**src/rtl/sram_serial_host_if.sv**
```systemverilog
`default_nettype none
// ============================================================================
// Module   : sram_serial_host_if
// Brief    : Request/response bus plus serial SRAM load/unload port bundle
//            for sram_serial_host. The slave modport is the host block's view
//            and the master modport is the requester/device view.
// Revision : 1.0  initial release
// ============================================================================
interface sram_serial_host_if #(
  parameter int ADDR_WIDTH = 9,
  parameter int DATA_WIDTH = 8
);
  // parallel request / response side
  logic                  req_valid;
  logic                  req_ready;
  logic                  req_we;
  logic [ADDR_WIDTH-1:0] req_addr;
  logic [DATA_WIDTH-1:0] req_wdata;
  logic                  rsp_valid;
  logic [DATA_WIDTH-1:0] rsp_rdata;
  logic                  rsp_err;

  // serial SRAM port side
  logic                  CTRL_BGN;
  logic [1:0]            CTRL_MODE;
  logic                  LOAD_N;
  logic                  CTRL_SI;
  logic                  CTRL_SO;
  logic                  CTRL_RDY;

  modport slave (
    input  req_valid, req_we, req_addr, req_wdata, CTRL_SO, CTRL_RDY,
    output req_ready, rsp_valid, rsp_rdata, rsp_err,
           CTRL_BGN, CTRL_MODE, LOAD_N, CTRL_SI
  );

  modport master (
    output req_valid, req_we, req_addr, req_wdata, CTRL_SO, CTRL_RDY,
    input  req_ready, rsp_valid, rsp_rdata, rsp_err,
           CTRL_BGN, CTRL_MODE, LOAD_N, CTRL_SI
  );
endinterface
`default_nettype wire

```
**src/rtl/sram_serial_host.sv**
```systemverilog
`default_nettype none
// ============================================================================
// Module   : sram_serial_host
// Brief    : Host-side master for the serial SRAM load/unload port. Turns a
//            single-word write/read request into a {addr,data} serial frame,
//            commits it, waits for CTRL_RDY and, for reads, shifts the frame
//            back out to recover the data byte.
//            Optional macro SRAM_HOST_VERIFY_EN: every successful write is
//            followed by an automatic readback of the same address and the
//            response flags an error if the byte read back differs.
// Revision : 1.0  initial release
// ============================================================================
module sram_serial_host #(
  parameter int ADDR_WIDTH  = 9,
  parameter int DATA_WIDTH  = 8,
  parameter int FRAME_WIDTH = ADDR_WIDTH + DATA_WIDTH,
  parameter int RDY_TIMEOUT = 64
) (
  input  logic              clk,
  input  logic              rst,
  sram_serial_host_if.slave bus
);

  localparam int BIT_W = $clog2(FRAME_WIDTH);
  localparam int TO_W  = $clog2(RDY_TIMEOUT + 1);

  localparam logic [1:0] c_mode_idle = 2'b00;
  localparam logic [1:0] c_mode_wr   = 2'b01;
  localparam logic [1:0] c_mode_rd   = 2'b10;

  typedef enum logic [2:0] {
    S_IDLE   = 3'd0,
    S_START  = 3'd1,
    S_SHIFT  = 3'd2,
    S_COMMIT = 3'd3,
    S_WAIT   = 3'd4,
    S_UNLOAD = 3'd5,
    S_DONE   = 3'd6
  } state_t;

  state_t                 state_q, state_d;
  logic [FRAME_WIDTH-1:0] shreg_q, shreg_d;
  logic                   we_q,    we_d;
  logic [BIT_W-1:0]       bit_q,   bit_d;
  logic [TO_W-1:0]        to_q,    to_d;
  logic [DATA_WIDTH-1:0]  cap_q,   cap_d;
  logic [DATA_WIDTH-1:0]  rdata_q, rdata_d;
  logic                   err_q,   err_d;
`ifdef SRAM_HOST_VERIFY_EN
  logic [ADDR_WIDTH-1:0]  addr_q,  addr_d;
  logic [DATA_WIDTH-1:0]  wdata_q, wdata_d;
  logic                   vfy_q,   vfy_d;
`endif

  logic last_bit;
  logic bgn;

  assign last_bit = (bit_q == BIT_W'(FRAME_WIDTH - 1));
  // the serial port owns the SRAM from the start cycle through the last unload bit
  assign bgn      = (state_q == S_START)  || (state_q == S_SHIFT) ||
                    (state_q == S_COMMIT) || (state_q == S_WAIT)  ||
                    (state_q == S_UNLOAD);

  assign bus.req_ready = (state_q == S_IDLE);
  assign bus.rsp_valid = (state_q == S_DONE);
  assign bus.rsp_rdata = rdata_q;
  assign bus.rsp_err   = err_q;
  assign bus.CTRL_BGN  = bgn;
  assign bus.CTRL_MODE = bgn ? (we_q ? c_mode_wr : c_mode_rd) : c_mode_idle;
  assign bus.LOAD_N    = !((state_q == S_SHIFT) || (state_q == S_UNLOAD));
  assign bus.CTRL_SI   = (state_q == S_SHIFT) ? shreg_q[FRAME_WIDTH-1] : 1'b0;

  // state and datapath registers; reset aborts any operation in flight
  always_ff @(posedge clk) begin
    if (rst) begin
      state_q <= S_IDLE;
      shreg_q <= '0;
      we_q    <= 1'b0;
      bit_q   <= '0;
      to_q    <= '0;
      cap_q   <= '0;
      rdata_q <= '0;
      err_q   <= 1'b0;
`ifdef SRAM_HOST_VERIFY_EN
      addr_q  <= '0;
      wdata_q <= '0;
      vfy_q   <= 1'b0;
`endif
    end else begin
      state_q <= state_d;
      shreg_q <= shreg_d;
      we_q    <= we_d;
      bit_q   <= bit_d;
      to_q    <= to_d;
      cap_q   <= cap_d;
      rdata_q <= rdata_d;
      err_q   <= err_d;
`ifdef SRAM_HOST_VERIFY_EN
      addr_q  <= addr_d;
      wdata_q <= wdata_d;
      vfy_q   <= vfy_d;
`endif
    end
  end

  // next-state and datapath update for the frame sequencer
  always_comb begin
    state_d = state_q;
    shreg_d = shreg_q;
    we_d    = we_q;
    bit_d   = bit_q;
    to_d    = to_q;
    cap_d   = cap_q;
    rdata_d = rdata_q;
    err_d   = err_q;
`ifdef SRAM_HOST_VERIFY_EN
    addr_d  = addr_q;
    wdata_d = wdata_q;
    vfy_d   = vfy_q;
`endif

    case (state_q)
      S_IDLE: begin
        if (bus.req_valid) begin
          // read frames carry an all-zero data field
          shreg_d = {bus.req_addr, (bus.req_we ? bus.req_wdata : {DATA_WIDTH{1'b0}})};
          we_d    = bus.req_we;
          err_d   = 1'b0;
          state_d = S_START;
`ifdef SRAM_HOST_VERIFY_EN
          addr_d  = bus.req_addr;
          wdata_d = bus.req_wdata;
          vfy_d   = 1'b0;
`endif
        end
      end

      S_START: begin
        bit_d   = '0;
        to_d    = '0;
        state_d = S_SHIFT;
      end

      S_SHIFT: begin
        shreg_d = {shreg_q[FRAME_WIDTH-2:0], 1'b0};
        if (last_bit) begin
          state_d = S_COMMIT;
        end else begin
          bit_d = bit_q + BIT_W'(1);
        end
      end

      S_COMMIT: begin
        // to_q counts cycles elapsed since the commit cycle
        to_d    = TO_W'(1);
        state_d = S_WAIT;
      end

      S_WAIT: begin
        if (bus.CTRL_RDY) begin
          if (we_q) begin
`ifdef SRAM_HOST_VERIFY_EN
            // chain straight into a readback of the same word
            shreg_d = {addr_q, {DATA_WIDTH{1'b0}}};
            we_d    = 1'b0;
            vfy_d   = 1'b1;
            state_d = S_START;
`else
            state_d = S_DONE;
`endif
          end else begin
            bit_d   = '0;
            state_d = S_UNLOAD;
          end
        end else if (to_q == TO_W'(RDY_TIMEOUT - 1)) begin
          err_d   = 1'b1;
          state_d = S_DONE;
        end else begin
          to_d = to_q + TO_W'(1);
        end
      end

      S_UNLOAD: begin
        // address bits fall off the top; the last DATA_WIDTH bits remain
        cap_d = {cap_q[DATA_WIDTH-2:0], bus.CTRL_SO};
        if (last_bit) begin
          rdata_d = cap_d;
`ifdef SRAM_HOST_VERIFY_EN
          if (vfy_q && (cap_d != wdata_q)) begin
            err_d = 1'b1;
          end
`endif
          state_d = S_DONE;
        end else begin
          bit_d = bit_q + BIT_W'(1);
        end
      end

      S_DONE: begin
        state_d = S_IDLE;
      end

      default: begin
        state_d = S_IDLE;
      end
    endcase
  end

endmodule
`default_nettype wire

```
**src/flat_wrapper.sv**
```systemverilog
// flat-port wrapper written by rule: the top's interface ports become plain ports
module sram_serial_host_flat 
#(
  parameter int ADDR_WIDTH  = 9,
  parameter int DATA_WIDTH  = 8,
  parameter int FRAME_WIDTH = ADDR_WIDTH + DATA_WIDTH,
  parameter int RDY_TIMEOUT = 64
)
  (clk, rst, bus_req_valid, bus_req_we, bus_req_addr, bus_req_wdata, bus_CTRL_SO, bus_CTRL_RDY, bus_req_ready, bus_rsp_valid, bus_rsp_rdata, bus_rsp_err, bus_CTRL_BGN, bus_CTRL_MODE, bus_LOAD_N, bus_CTRL_SI);
  sram_serial_host_if #(.ADDR_WIDTH(ADDR_WIDTH), .DATA_WIDTH(DATA_WIDTH)) bus_i ();
  input  logic clk;
  input  logic rst;
  input wire logic [$bits(bus_i.req_valid)-1:0] bus_req_valid;
  input wire logic [$bits(bus_i.req_we)-1:0] bus_req_we;
  input wire logic [$bits(bus_i.req_addr)-1:0] bus_req_addr;
  input wire logic [$bits(bus_i.req_wdata)-1:0] bus_req_wdata;
  input wire logic [$bits(bus_i.CTRL_SO)-1:0] bus_CTRL_SO;
  input wire logic [$bits(bus_i.CTRL_RDY)-1:0] bus_CTRL_RDY;
  output wire logic [$bits(bus_i.req_ready)-1:0] bus_req_ready;
  output wire logic [$bits(bus_i.rsp_valid)-1:0] bus_rsp_valid;
  output wire logic [$bits(bus_i.rsp_rdata)-1:0] bus_rsp_rdata;
  output wire logic [$bits(bus_i.rsp_err)-1:0] bus_rsp_err;
  output wire logic [$bits(bus_i.CTRL_BGN)-1:0] bus_CTRL_BGN;
  output wire logic [$bits(bus_i.CTRL_MODE)-1:0] bus_CTRL_MODE;
  output wire logic [$bits(bus_i.LOAD_N)-1:0] bus_LOAD_N;
  output wire logic [$bits(bus_i.CTRL_SI)-1:0] bus_CTRL_SI;
  assign bus_i.req_valid = bus_req_valid;
  assign bus_i.req_we = bus_req_we;
  assign bus_i.req_addr = bus_req_addr;
  assign bus_i.req_wdata = bus_req_wdata;
  assign bus_i.CTRL_SO = bus_CTRL_SO;
  assign bus_i.CTRL_RDY = bus_CTRL_RDY;
  assign bus_req_ready = bus_i.req_ready;
  assign bus_rsp_valid = bus_i.rsp_valid;
  assign bus_rsp_rdata = bus_i.rsp_rdata;
  assign bus_rsp_err = bus_i.rsp_err;
  assign bus_CTRL_BGN = bus_i.CTRL_BGN;
  assign bus_CTRL_MODE = bus_i.CTRL_MODE;
  assign bus_LOAD_N = bus_i.LOAD_N;
  assign bus_CTRL_SI = bus_i.CTRL_SI;
  sram_serial_host #(.ADDR_WIDTH(ADDR_WIDTH), .DATA_WIDTH(DATA_WIDTH), .FRAME_WIDTH(FRAME_WIDTH), .RDY_TIMEOUT(RDY_TIMEOUT)) u_core (.clk(clk), .rst(rst), .bus(bus_i));
endmodule
```
**config.mk**
```make
export PLATFORM = sky130hd
export DESIGN_NAME = sram_serial_host_flat
export DESIGN_NICKNAME = d
export VERILOG_FILES = /design/src/rtl/sram_serial_host_if.sv /design/src/rtl/sram_serial_host.sv /design/src/flat_wrapper.sv
export SDC_FILE = /design/constraint.sdc
export NUM_CORES = 1
export LEC_CHECK = 0
export ABC_CLOCK_PERIOD_IN_PS = 4800
export CORE_ASPECT_RATIO = 0.7
export CORE_MARGIN = 5
export CORE_UTILIZATION = 55
export DETAILED_ROUTE_END_ITERATION = 16
export PLACE_DENSITY_LB_ADDON = 0.2
export SYNTH_ARGS = -nofsm -noshare
export SYNTH_HDL_FRONTEND = slang
export SYNTH_SLANG_ARGS = --single-unit
```
**constraint.sdc**
```tcl
create_clock -name clk -period 4.8 [get_ports clk]
set_input_delay 1.2 -clock clk [delete_from_list [all_inputs] [get_ports clk]]
set_output_delay 1.2 -clock clk [all_outputs]
set_load 0.01 [all_outputs]
```
==> reports/qor.log, run 1 <==
INFO  die            core_area=4020µm²
INFO  logic_synthesis yosysSeqAreaShare=42.0%
INFO  clocking       number_of_clock_buffers_inserted_by_tritoncts=5
INFO  logic_synthesis biggest_area_contributors_in_the_synthesized_netlist=sky130_fd_sc_hd__dfxtp_1 (42%), sky130_fd_sc_hd__nand2_1 (7.7%), sky130_fd_sc_hd__a311oi_2 (6.4%)
INFO  worst_setup_path critical_path.max_stage_delay=760ps
INFO  sta            period_share=77.3%
INFO  logic_synthesis syn-num-nets=292
INFO  cells_and_area layout.core_utilization=69.2%
INFO  power_and_ir_drop power_switching_share=36.0%
INFO  cells_and_area drive_gt1_share=11.2%
INFO  sta            timing_hold_violations_final=0
INFO  grt            grt_pass1_wl=7270µm
INFO  routing        routed_wire_length_per_instance=13.1µm
INFO  clocking       cts_tree=done
INFO  routing        detail_route.first_pass.iterations=4
INFO  routing        number_of_remaining_drc_errors=0
INFO  cells_and_area num-nets-final=319
INFO  sta            setup-violations-final=0
INFO  clocking       cts_root_buf=sky130_fd_sc_hd__clkbuf_8
INFO  cells_and_area antenna-diode-count=0
INFO  grt            grt_util_all_layers=16.1%
INFO  sta            setup_tns_after_final_layout=0ps
INFO  die            start_util=58.1%
INFO  worst_setup_path worst-path-max-fanout=20
INFO  logic_synthesis synthesis.area_per_instance=8.78µm²
INFO  worst_setup_path worst-path-buf-inv=2
INFO  power_and_ir_drop powerDensity=443nW/µm²
INFO  outcome        result_of_the_run=finished, final reports clean
INFO  routing        via_per_inst=5.57
INFO  clocking       clk_path_buf_depth=2
INFO  die            fp.dieH=64.5µm
INFO  place          postPlaceCellArea=2680µm²
INFO  sta            grt_setup_unrepaired=false
INFO  grt            number_of_antenna_violations_at_the_first_check_in_global_routing=0
INFO  cells_and_area flow.area_growth_from_synthesis=19.1%
INFO  sta            number_of_slew_limit_violations_in_the_final_report=0
INFO  logic_synthesis post_synth_inst_count=266
INFO  clocking       postCtsHoldBufs=0
INFO  logic_synthesis synth_seq_cells=49
INFO  place          buffer_ports.inserted=38
INFO  routing        route.final.wire_length=4550µm
INFO  clocking       clkTransAtPathRegs=80ps
INFO  die            die_area=5670µm²
INFO  grt            grt_start_max_net_pins=48
INFO  worst_setup_path worstSetupStartpointType=register
INFO  logic_synthesis postSynth.asyncResetShare=0%
INFO  die            ioPinCount=39
INFO  worst_setup_path path_cells=or3b_1, nand2_1, inv_2, clkdlybuf4s50_1
INFO  place          place.gp.congestion=0.811
INFO  cells_and_area fin_area=2780µm²
INFO  power_and_ir_drop power_frac_comb=35.3%
INFO  logic_synthesis synth_top_cell_by_area=sky130_fd_sc_hd__dfxtp_1
INFO  worst_setup_path critPathKind=reg -> out
INFO  sta            worst_slack=1090ps
INFO  die            die_extent_in_x=87.9µm
INFO  sta            max_slew.worst_pin.slew=947ps
INFO  power_and_ir_drop seq_power_share=43.5%
INFO  power_and_ir_drop power.leakage=0.942nW
INFO  cells_and_area fill_cells=327
INFO  routing        drt_iter0_markers=152
INFO  power_and_ir_drop vdd_drop_max=0.000306V
INFO  clocking       post_cts_resized=0
INFO  sta            slew-limit-headroom=36.9%
INFO  hold_path      worst_min_path_class=reg -> reg
INFO  sta            worst_clock_skew=3.21ps
INFO  power_and_ir_drop fin_total_pwr=1.23mW
INFO  logic_synthesis ys_types=50
INFO  worst_setup_path critical_path.top_delay_family=simple AND/OR/NAND/NOR gates
INFO  logic_synthesis synth_warnings=0
INFO  place          pre_cts_slack=1410ps
INFO  clocking       clock_tree.htree_level_count=2
INFO  power_and_ir_drop internal_power=788µW
INFO  worst_setup_path critical_path.slowest_cell=sky130_fd_sc_hd__dfxtp_1
INFO  power_and_ir_drop p_sw=444µW
INFO  logic_synthesis syn_area=2330µm²
INFO  logic_synthesis yosys_most_used_dff=sky130_fd_sc_hd__dfxtp_1
INFO  power_and_ir_drop share_clk_of_total_power=21.3%
INFO  clocking       post_cts.repair.setup_buffers=0
INFO  place          detailedPlacementHpwl=3140µm
INFO  routing        final_antenna_net_count=0
INFO  routing        detailroute.via_count=1926
INFO  sta            post-route-min-period=3710ps
INFO  grt            grt.overflow.total=0
INFO  logic_synthesis synth_enable_flop_cells=0
INFO  grt            via_count_of_the_first_global_routing_pass=1568
INFO  worst_setup_path cp.required=3600ps
INFO  worst_setup_path worstSetupEndpointType=output pin
INFO  logic_synthesis synth_top_area_share=42.0%
INFO  clocking       insertion_delay=300ps
INFO  sta            fmax=269MHz
INFO  clocking       cts_num_sinks=49
INFO  job            timing.max_cap.violations=0
INFO  worst_setup_path worst-endpoint-arrival=2510ps
INFO  die            row_cnt=19
-- cells in the final DEF (no fill, tap or decap), types with 3 or more instances in the layout --
master                            count
sky130_fd_sc_hd__a311oi_2            10
sky130_fd_sc_hd__xor2_1               4
sky130_fd_sc_hd__ha_1                 3
sky130_fd_sc_hd__dfxtp_1             49
sky130_fd_sc_hd__nand3_1             13
sky130_fd_sc_hd__nand2_1             48
sky130_fd_sc_hd__nor2_1              29
sky130_fd_sc_hd__and2_1               3
sky130_fd_sc_hd__o211ai_1             4
sky130_fd_sc_hd__nand2b_1             5
sky130_fd_sc_hd__a21oi_1             23
sky130_fd_sc_hd__a222oi_1             7
sky130_fd_sc_hd__a22oi_1              3
sky130_fd_sc_hd__clkdlybuf4s50_1     37
sky130_fd_sc_hd__o21ai_0              3
sky130_fd_sc_hd__nor3_1               3
sky130_fd_sc_hd__clkbuf_8             7
sky130_fd_sc_hd__inv_1                6
-- final timing paths --
check | start | end | slack, ps | cells past startpoint
hold / removal | u_core.bus.rsp_rdata[5]$_SDFFE_PP0P_ | u_core.bus.rsp_rdata[5]$_SDFFE_PP0P_ | 450 | 2
hold reg to reg | u_core.bus.rsp_rdata[5]$_SDFFE_PP0P_ | u_core.bus.rsp_rdata[5]$_SDFFE_PP0P_ | 450 | 2
setup reg to reg | u_core.state_q[0]$_SDFFE_PP0P_ | u_core.bit_q[4]$_SDFFE_PP0P_ | 2590 | 4
setup / recovery | u_core.state_q[1]$_SDFFE_PP0P_ | bus_LOAD_N | 1090 | 4
-- cell families after synthesis --
kind of cell             count (synthesis)  synth area share (%)
AND/OR/NAND/NOR                        119                  25.9
AO/OA/AOI/OAI                           64                  23.2
flip-flops                              49                  42.0
buffers and inverters                   26                  5.36
XOR/XNOR                                 4                  1.50
adder cells (fa/ha/maj)                  3                  1.61
multiplexers                             1                 0.482
-- layer usage --
layer  share of wire [%]  up-vias  global-route usage (%)
li1                    -     1000                       -
met1                  49      877                    22.1
met2                  44       44                    24.2
met3                 5.5        5                    3.80
met4                 1.5        0                    6.90
met5                   0        -                       0
-- area by class of cell --
type                    instances  area, µm²  area share, %
well taps                      52       65.1           2.34
repair buffers                 38        375           13.5
flip-flops and latches         49        981           35.3
clock inverters                 1       5.00          0.180
inverters                       8       30.0           1.08
multi-input cells             191       1230           44.2
clock buffers                   7       96.3           3.46
-- per-stage QoR --
| stage | std cells | hold WS (ps) |
|---|---|---|
| after floorplan | 266 | 437 |
| after global routing | 346 | 483 |
| after detailed placement | 338 | 448 |
| after CTS | 346 | 460 |
| after global placement | 338 | 443 |
| final | 346 | 455 |
-- power groups by stage --
stage / Sequential [mW] / Combinational (mW) / Clock (mW)
detailed placement: 0.544 / 0.435 / 0
floorplan: 0.497 / 0.373 / 0
global route: 0.546 / 0.473 / 0.287
finish: 0.536 / 0.434 / 0.262
CTS: 0.535 / 0.435 / 0.270
global placement: 0.540 / 0.427 / 0
-- worst reg2reg max path, cell delays in order, from the launching register on --
cell and delay, ps:
sky130_fd_sc_hd__dfxtp_1 750, sky130_fd_sc_hd__or3b_1 550, sky130_fd_sc_hd__o22ai_1 170, sky130_fd_sc_hd__or3_4 410
sky130_fd_sc_hd__a311oi_2 240
-- cell usage after synthesis, types with 2 or more instances --
master                     instances
sky130_fd_sc_hd__a21oi_1          23
sky130_fd_sc_hd__a222oi_1          7
sky130_fd_sc_hd__a22oi_1           3
sky130_fd_sc_hd__a311oi_2         10
sky130_fd_sc_hd__and2_1            3
sky130_fd_sc_hd__and3_1            2
sky130_fd_sc_hd__buf_2             7
sky130_fd_sc_hd__buf_4             3
sky130_fd_sc_hd__clkbuf_1          7
sky130_fd_sc_hd__dfxtp_1          49
sky130_fd_sc_hd__ha_1              3
sky130_fd_sc_hd__inv_1             6
sky130_fd_sc_hd__inv_2             2
sky130_fd_sc_hd__nand2_1          48
sky130_fd_sc_hd__nand2b_1          5
sky130_fd_sc_hd__nand3_1          13
sky130_fd_sc_hd__nor2_1           29
sky130_fd_sc_hd__nor2b_1           2
sky130_fd_sc_hd__nor3_1            3
sky130_fd_sc_hd__nor4_1            2
sky130_fd_sc_hd__o211ai_1          4
sky130_fd_sc_hd__o21ai_0           3
sky130_fd_sc_hd__o22ai_2           2
sky130_fd_sc_hd__xor2_1            4
-- state kept, by name, indices dropped and copies added (netlist names) --
| signal | cells |
|---|---|
| u_core.we_q | 1 |
| u_core.shreg_q | 17 |
| u_core.bus.rsp_err | 1 |
| u_core.state_q | 3 |
| u_core.cap_q | 7 |
| u_core.bus.rsp_rdata | 8 |
| u_core.to_q | 7 |
| u_core.bit_q | 5 |
(Power assumes the default switching activity.)
==> run 2: changes to the inputs <==
- ABC_CLOCK_PERIOD_IN_PS: 4800 -> 3850
- CORE_UTILIZATION: 55 -> 53
- clock period: 4.8 -> 3.85 ns (I/O delays scaled with it)
==> reports/qor.log, run 2 (synthesized netlist as in run 1, its figures left out) <==
INFO  clocking       number_of_clock_buffers_inserted_by_tritoncts=5
INFO  sta            setup-violations-final=0
INFO  sta            max_slew.worst_pin.slew=741ps
INFO  hold_path      worst_min_path_class=reg -> reg
INFO  routing        detail_route.first_pass.iterations=4
INFO  sta            grt_setup_unrepaired=false
INFO  hold_path      worst_hold_path.num_cells=2
INFO  place          place.gp.congestion=0.796
INFO  job            timing.max_cap.violations=0
INFO  worst_setup_path cp.required=2890ps
INFO  routing        drt_iter0_markers=152
INFO  clocking       cts_root_buf=sky130_fd_sc_hd__clkbuf_8
INFO  die            core_area=4300µm²
INFO  place          buffer_ports.inserted=38
INFO  power_and_ir_drop seq_power_share=42.9%
INFO  cells_and_area layout.area.seq=981µm²
INFO  place          dp.cells=344
INFO  routing        routed_wire_length_per_instance=12.7µm
INFO  cells_and_area fin_cells=352
INFO  clocking       cts_tree=done
INFO  sta            post-route-min-period=3410ps
INFO  grt            grt.overflow.total=0
INFO  worst_setup_path worst-path-max-fanout=16
INFO  sta            slew-limit-headroom=50.6%
INFO  outcome        result_of_the_run=finished, final reports clean
INFO  cells_and_area most-common-layout-cells=sky130_fd_sc_hd__dfxtp_1 (49), sky130_fd_sc_hd__nand2_1 (48), sky130_fd_sc_hd__clkdlybuf4s50_1 (37)
INFO  routing        final_antenna_net_count=0
INFO  power_and_ir_drop powerDensity=539nW/µm²
INFO  power_and_ir_drop internal_power=957µW
INFO  cells_and_area flow.area_growth_from_synthesis=19.5%
INFO  worst_setup_path worst-endpoint-arrival=2450ps
INFO  clocking       cts_num_sinks=49
INFO  grt            grt_start_max_net_pins=34
INFO  grt            grt_pass1_wl=7360µm
INFO  cells_and_area max_flop_register=u_core.shreg_q
INFO  sta            worst_clock_skew=9.44ps
INFO  sta            number_of_slew_limit_violations_in_the_final_report=0
INFO  cells_and_area fill_cells=388
INFO  place          detailedPlacementHpwl=3110µm
INFO  routing        number_of_remaining_drc_errors=0
INFO  worst_setup_path regToRegSetupSlack=1680ps
INFO  routing        detailroute.via_count=1884
INFO  clocking       insertion_delay=300ps
INFO  sta            setup_tns_after_final_layout=0ps
INFO  die            row_cnt=20
INFO  worst_setup_path worstSetupEndpointType=output pin
INFO  clocking       clk_path_buf_depth=2
INFO  cells_and_area num-nets-final=322
INFO  cells_and_area drive_gt1_share=11.8%
INFO  die            die_area=5850µm²
INFO  sta            period_share=88.6%
INFO  power_and_ir_drop power_switching_share=36.4%
INFO  grt            via_count_of_the_first_global_routing_pass=1610
INFO  cells_and_area largest_reg_flops=17
INFO  routing        route.final.wire_length=4460µm
INFO  clocking       clkTransAtPathRegs=80ps
INFO  die            ioPinCount=39
INFO  die            die_extent_in_x=89.3µm
INFO  power_and_ir_drop p_sw=547µW
INFO  worst_setup_path rr_worst_depth=4
INFO  power_and_ir_drop power.leakage=0.948nW
INFO  worst_setup_path worstSetupStartpointType=register
INFO  power_and_ir_drop share_clk_of_total_power=18.9%
INFO  cells_and_area mostFrequentLayoutCell=sky130_fd_sc_hd__dfxtp_1
INFO  routing        via_per_inst=5.35
INFO  worst_setup_path critPathKind=reg -> out
INFO  clocking       post_cts.repair.setup_buffers=0
INFO  sta            timing_hold_violations_final=0
INFO  die            start_util=54.2%
INFO  clocking       clock_tree.htree_level_count=2
INFO  clocking       post_cts_resized=0
INFO  grt            grt_util_all_layers=15.9%
INFO  power_and_ir_drop power_frac_comb=38.2%
INFO  cells_and_area multi_input_comb_area=1230µm²
INFO  sta            fmax=293MHz
INFO  die            fp.dieH=65.5µm
INFO  clocking       postCtsHoldBufs=0
INFO  power_and_ir_drop vdd_drop_max=0.000367V
INFO  grt            number_of_antenna_violations_at_the_first_check_in_global_routing=0
INFO  cells_and_area antenna-diode-count=0
run 2: metal layers:
layer	wire (µm)	global-route usage (%)
met5	0	0
met2	1920	23.3
met3	242	4.76
met4	57	6.13
met1	2240	21.9
run 2: power by group through the flow:
stage	sequential, mW	clock, mW	combinational (mW)
6_report	0.645	0.285	0.574
5_1_grt	0.655	0.318	0.633
4_1_cts	0.644	0.295	0.578
3_5_place_dp	0.655	0	0.577
3_3_place_gp	0.653	0	0.570
2_1_floorplan	0.620	0	0.465
run 2: cell type report:
class | count | share of cell area (%)
Clock buffer | 6 | 2.60
Clock inverter | 2 | 0.359
Inverter | 8 | 1.08
Multi-Input combinational cell | 191 | 44.1
Sequential cell | 49 | 35.2
Tap cell | 55 | 2.47
Timing Repair Buffer | 41 | 14.3
run 2: final timing paths:
check / startpoint / endpoint
max reg2reg: u_core.state_q[0]$_SDFFE_PP0P_ / u_core.bit_q[4]$_SDFFE_PP0P_
min reg2reg: u_core.bus.rsp_rdata[3]$_SDFFE_PP0P_ / u_core.bus.rsp_rdata[3]$_SDFFE_PP0P_
max: u_core.state_q[0]$_SDFFE_PP0P_ / bus_LOAD_N
min: u_core.bus.rsp_rdata[3]$_SDFFE_PP0P_ / u_core.bus.rsp_rdata[3]$_SDFFE_PP0P_
run 2: worst max-delay path, cell delays in order, from the launching register on:
cell,delay [ps]
sky130_fd_sc_hd__dfxtp_1,750
sky130_fd_sc_hd__or3b_1,540
sky130_fd_sc_hd__nand2_1,210
sky130_fd_sc_hd__inv_2,110
sky130_fd_sc_hd__clkdlybuf4s50_1,530
run 2: per-stage QoR:
step	worst slack (ps)	hold WS, ps	util (%)	area, µm²	power [mW]
finish	440	455	64.8	2790	1.50
global route	286	478	64.8	2790	1.61
CTS	416	459	64.8	2790	1.52
detailed placement	748	447	62.9	2710	1.23
global placement	792	441	62.9	2710	1.22
floorplan	1420	437	-	2330	1.09
